**config.mk**
```make
export PLATFORM = sky130hd
export DESIGN_NAME = if_stage
export DESIGN_NICKNAME = d
export VERILOG_FILES = /design/src/rtl/if_stage.sv
export SDC_FILE = /design/constraint.sdc
export NUM_CORES = 1
export LEC_CHECK = 0
export ABC_AREA = 0
export CAP_MARGIN = 25
export CORE_MARGIN = 10
export CORE_UTILIZATION = 60
export CTS_CLUSTER_DIAMETER = 150
export CTS_CLUSTER_SIZE = 14
export DETAILED_ROUTE_END_ITERATION = 8
export DONT_BUFFER_PORTS = 1
export GPL_TIMING_DRIVEN = 0
export PLACE_DENSITY = 0.76
export SLEW_MARGIN = 15
export SYNTH_ARGS = -nofsm -noshare
export SYNTH_HDL_FRONTEND = slang
export SYNTH_SLANG_ARGS = --single-unit
```
**constraint.sdc**
```tcl
create_clock -name clk -period 7.3 [get_ports clk]
set_input_delay 1.46 -clock clk [delete_from_list [all_inputs] [get_ports clk]]
set_output_delay 1.46 -clock clk [all_outputs]
set_load 0.01 [all_outputs]
```
**src/rtl/if_stage.sv**
```systemverilog
// Instruction fetch stage: issues sequential fetches, buffers returned words in a
// 2-entry skid FIFO, and handles aligned redirects and misaligned-target faults.
module if_stage #(
  parameter logic [31:0] RESET_PC = 32'h0000_0000,
  parameter logic [31:0] NOP_WORD = 32'h0000_0013
) (
  input  logic        clk,
  input  logic        rst_n,
  output logic        imem_en,
  output logic [31:0] imem_addr,
  input  logic [31:0] imem_rdata,
  input  logic        redirect_valid,
  input  logic [31:0] redirect_pc,
  output logic        out_valid,
  input  logic        out_ready,
  output logic [31:0] out_pc,
  output logic [31:0] out_instr,
  output logic        out_fault
);

  typedef enum logic [1:0] {RUN = 2'd0, FAULT = 2'd1, HALT = 2'd2} state_e;

  typedef struct packed {
    logic [31:0] pc;
    logic [31:0] instr;
    logic        fault;
  } entry_t;

  state_e            state_q, state_d;
  logic [31:0]       pc_q, pc_d;
  logic              inflight_q, inflight_d;
  logic [31:0]       inflight_pc_q, inflight_pc_d;
  logic [31:0]       fault_pc_q, fault_pc_d;
  logic [1:0]        count_q, count_d;
  entry_t [1:0]      fifo_q, fifo_d;

  logic              redir_ok, redir_bad;
  logic              pop, push, fault_push, wr, wr_idx, issue;
  logic [2:0]        occ_after_pop;

  always_comb begin
    redir_ok   = redirect_valid & (redirect_pc[1:0] == 2'b00);
    redir_bad  = redirect_valid & (redirect_pc[1:0] != 2'b00);
    out_valid  = rst_n & (count_q != 2'd0) & ~redirect_valid;
    pop        = out_valid & out_ready;
    push       = inflight_q & ~redirect_valid;
    fault_push = (state_q == FAULT) & ~redirect_valid;
    wr         = push | fault_push;
    wr_idx     = (count_q - {1'b0, pop}) != 2'd0;
    // Only issue when the returning word is guaranteed a free FIFO slot.
    occ_after_pop = {1'b0, count_q} + {2'b00, inflight_q} - {2'b00, pop};
    issue      = (state_q == RUN) & ~redirect_valid & (occ_after_pop <= 3'd1);

    imem_en    = rst_n & (redir_ok | issue);
    imem_addr  = redir_ok ? redirect_pc : pc_q;

    out_pc     = out_valid ? fifo_q[0].pc    : 32'd0;
    out_instr  = out_valid ? fifo_q[0].instr : NOP_WORD;
    out_fault  = out_valid ? fifo_q[0].fault : 1'b0;
  end

  always_comb begin
    state_d       = state_q;
    pc_d          = pc_q;
    inflight_d    = 1'b0;
    inflight_pc_d = inflight_pc_q;
    fault_pc_d    = fault_pc_q;
    fifo_d        = fifo_q;
    count_d       = count_q;
    if (redir_ok) begin
      count_d       = 2'd0;
      inflight_d    = 1'b1;
      inflight_pc_d = redirect_pc;
      pc_d          = redirect_pc + 32'd4;
      state_d       = RUN;
    end else if (redir_bad) begin
      count_d    = 2'd0;
      fault_pc_d = redirect_pc;
      state_d    = FAULT;
    end else begin
      if (pop) fifo_d[0] = fifo_q[1];
      if (push)
        fifo_d[wr_idx] = '{pc: inflight_pc_q, instr: imem_rdata, fault: 1'b0};
      else if (fault_push)
        fifo_d[wr_idx] = '{pc: fault_pc_q, instr: NOP_WORD, fault: 1'b1};
      count_d = count_q + {1'b0, wr} - {1'b0, pop};
      if (issue) begin
        inflight_d    = 1'b1;
        inflight_pc_d = pc_q;
        pc_d          = pc_q + 32'd4;
      end
      if (state_q == FAULT) state_d = HALT;
    end
  end

  always_ff @(posedge clk) begin
    if (!rst_n) begin
      state_q       <= RUN;
      pc_q          <= RESET_PC;
      inflight_q    <= 1'b0;
      inflight_pc_q <= 32'd0;
      fault_pc_q    <= 32'd0;
      count_q       <= 2'd0;
      fifo_q        <= '0;
    end else begin
      state_q       <= state_d;
      pc_q          <= pc_d;
      inflight_q    <= inflight_d;
      inflight_pc_q <= inflight_pc_d;
      fault_pc_q    <= fault_pc_d;
      count_q       <= count_d;
      fifo_q        <= fifo_d;
    end
  end

endmodule

```
==> qor.yml <==
power:
  leakagePower_nw: 5.48
  vdd.ir_drop.worst_v: 0.000138
  power_density_nw_per_um2: 215
min_path:
  hp-class: "reg -> reg"
global_routing:
  antenna_found_initial: 0
  overflow: 0
  grt_pass1_vias: 10382
  grt_util_all_layers: 0.299
  grt_max_degree: 15
  grt_pass1_wl_um: 59200
cells_and_area:
  fill_cells: 1649
  fin_area_um2: 12300
  layout-drive-gt1-share: 0.0411
  final_nets: 1483
  n_antenna_cell: 0
  area_delta_synth_final_pct: 7.19
sta:
  setup_viol: 0
  worst_hold_slack_ps: 463
  final_hold_viol_count: 0
  fmax_mhz: 142
  clock-skew-final_ps: 23.0
  tightest_slew_ps: 1040
  rsz0062_at_grt: "false"
  fin_crit_ps: 7040
  slew_viol_final: 0
  max-slew-margin-rel: 0.303
  period_share: 0.964
worst_setup_path:
  slowest_stage: "or4b_1"
  cp-end-kind: "primary output"
  cp-start-kind: "input port"
  crit_arrival_ps: 5580
  path_cells: "clkbuf_1 -> nor2b_1 -> clkbuf_2 -> nand3_1 -> clkbuf_1 -> buf_2 -> nor2_1 -> a21o_1 -> ha_1 -> inv_1 -> fa_1 -> or4b_1 -> o21ai_2 -> buf_2 -> buf_4 -> nand2_2 -> inv_1"
  critPathMaxStageDelay_ps: 540
  crit_fanout: 10
  cp_data_required_time_ps: 5840
  crit_type: "in -> out"
die:
  rows: 50
  dieArea_um2: 25100
  core_um2: 18800
  pin_count: 167
  start_util: 0.612
  die_w_um: 158
  die_h_um: 158
cts:
  cts_root_buffer: "clkbuf_16"
  clk_latency_ps: 520
  numCtsBuffers: 20
  htree_levels: 1
  path_clk_slew_ps: 60
  cts_tree: "built"
  clk_path_buf_depth: 3
  cts_num_sinks: 231
  postCtsHoldBufs: 0
drt:
  drtAntennaViolNets: 0
  drc: 0
  via_per_inst: 6.80
  wire_per_inst_um: 23.9
  first_pass_iters: 6
  drtIter0Drc: 1468
  vias: 11181
  drt_wl_total_um: 39400
place:
  dp_hpwl_um: 28800
  io_buffer_count: 0
  place_area_um2: 11800
  routabilityCongestion: 0.989
logic_synthesis:
  syn_avg_cell_area_um2: 8.27
  synthArstFlopShare: 0
  synth_fp_nets: 1461
  yosys_warnings: 0
  synth_area_um2: 11500
  synth.distinct_cells: 59
  ys_ff_latch: 231
  ys.flop_type: "dfxtp_1"
  synthCells: 1389
  synth-seq-area-share: 0.403
  synth-edff-count: 0
outcome:
  status: "completed"
flow_run:
  maxCapViolCount: 0
worst paths after layout:
path	cells past startpoint	end	start	slack, ps
setup / recovery	17	imem_en	redirect_valid	260
hold / removal	2	fifo_q[67]$_SDFFE_PN0P_	fifo_q[67]$_SDFFE_PN0P_	460
setup reg to reg	17	pc_q[31]$_SDFFE_PN0P_	count_q[1]$_SDFF_PP0_	2230
hold reg to reg	2	fifo_q[67]$_SDFFE_PN0P_	fifo_q[67]$_SDFFE_PN0P_	460
power breakdown:
part           internal, W  switching [W]  total, W  leakage [nW]
clock network     0.000491       0.000467  0.000958         0.258
logic            0.0000994       0.000225  0.000324          3.34
registers          0.00131      0.0000441   0.00136          1.88
total              0.00190       0.000736   0.00264          5.48
sequential cells by signal, indices dropped and copies added (netlist names):
| register | count |
|---|---|
| inflight_q | 1 |
| fault_pc_q | 32 |
| inflight_pc_q | 32 |
| state_q | 2 |
| pc_q | 32 |
| count_q | 2 |
| fifo_q | 130 |
worst max-delay path: cells and delay by family:
family / cells / cell delay (ps)
and+or+nand+nor: 5 / 1250
adders and majority gates: 2 / 610
AOI/OAI and AO/OA: 2 / 440
buffers and inverters: 8 / 1790
kinds of logic after synthesis:
group | Yosys count | synth area share
buffers and inverters | 159 | 0.0554
flip-flops | 231 | 0.403
adder cells (fa/ha/maj) | 4 | 0.00501
XOR/XNOR | 9 | 0.00687
multiplexers | 95 | 0.0834
AO/OA/AOI/OAI | 339 | 0.209
AND/OR/NAND/NOR | 552 | 0.238
through the flow:
stage / instances / power, W / setup TNS, ps / setup WS [ps] / util
floorplan: 1389 / 0.00159 / 0 / 1250 / -
global route: 1645 / 0.00272 / 0 / 69.9 / 0.656
finish: 1645 / 0.00264 / 0 / 262 / 0.656
global placement: 1623 / 0.00169 / 0 / 15.5 / 0.627
CTS: 1645 / 0.00263 / 0 / 157 / 0.655
detailed placement: 1623 / 0.00170 / -38.6 / -38.6 / 0.627
final cells by class:
type / instances / area (µm²) / area share
plain buffers: 127 / 517 / 0.0420
multi-input cells: 999 / 6230 / 0.506
clock inverters: 2 / 25.0 / 0.00203
well taps: 234 / 293 / 0.0238
flip-flops and latches: 231 / 4620 / 0.376
clock buffers: 20 / 500 / 0.0407
inverters: 32 / 120 / 0.00976
metal layers:
metal,part of all wire,up-vias,GRT usage
met2,0.43,694,0.450
met4,0.040,0,0.115
met3,0.13,113,0.0828
met1,0.41,5276,0.399
li1,-,5098,-
met5,0,-,0
cell usage after synthesis (7+ instances only):
master | n | area share
inv_1 | 32 | 0.010
a22oi_1 | 29 | 0.019
nand2_1 | 150 | 0.049
clkbuf_1 | 100 | 0.033
a22o_1 | 29 | 0.022
o311ai_1 | 13 | 0.0099
o211ai_1 | 7 | 0.0046
a221oi_1 | 60 | 0.046
nand4_1 | 11 | 0.0060
or3_1 | 15 | 0.0082
o22ai_1 | 8 | 0.0044
and2_1 | 7 | 0.0038
nor2_1 | 114 | 0.037
dfxtp_1 | 231 | 0.40
o31ai_1 | 9 | 0.0059
and3_1 | 106 | 0.058
a211oi_1 | 17 | 0.011
nand3_1 | 44 | 0.019
xnor2_1 | 7 | 0.0053
mux2i_1 | 90 | 0.078
buf_2 | 19 | 0.0083
nand2b_1 | 39 | 0.021
nor3_1 | 47 | 0.020
o211a_1 | 14 | 0.012
a21oi_1 | 59 | 0.026
o21ai_0 | 65 | 0.028
what timing repair did:
item | 4_1_cts | 5_1_grt
resized for setup | 1 | 2
setup endpoints to repair | 1 | 1
gates cloned | 0 | 0
buffers inserted | 0 | 0
layout by cell type, fill, tap and decap left out, types with 7 or more instances in the layout:
master     instances
o21ai_0           65
nand4_1           11
buf_2             19
inv_1             32
nand3_1           44
dfxtp_1          231
nand2b_1          39
a221oi_1          60
a22oi_1           29
or3_1             15
nand2_1          149
o22ai_1            8
o211a_1           14
o211ai_1           7
nor3_1            47
o31ai_1            9
a22o_1            29
a211oi_1          17
a21oi_1           59
clkbuf_1          99
and3_1           106
xnor2_1            7
o311ai_1          13
nor2_1           114
mux2i_1           90
clkbuf_16         20
and2_1             7
Note: power is estimated with default switching activity, not from simulation.
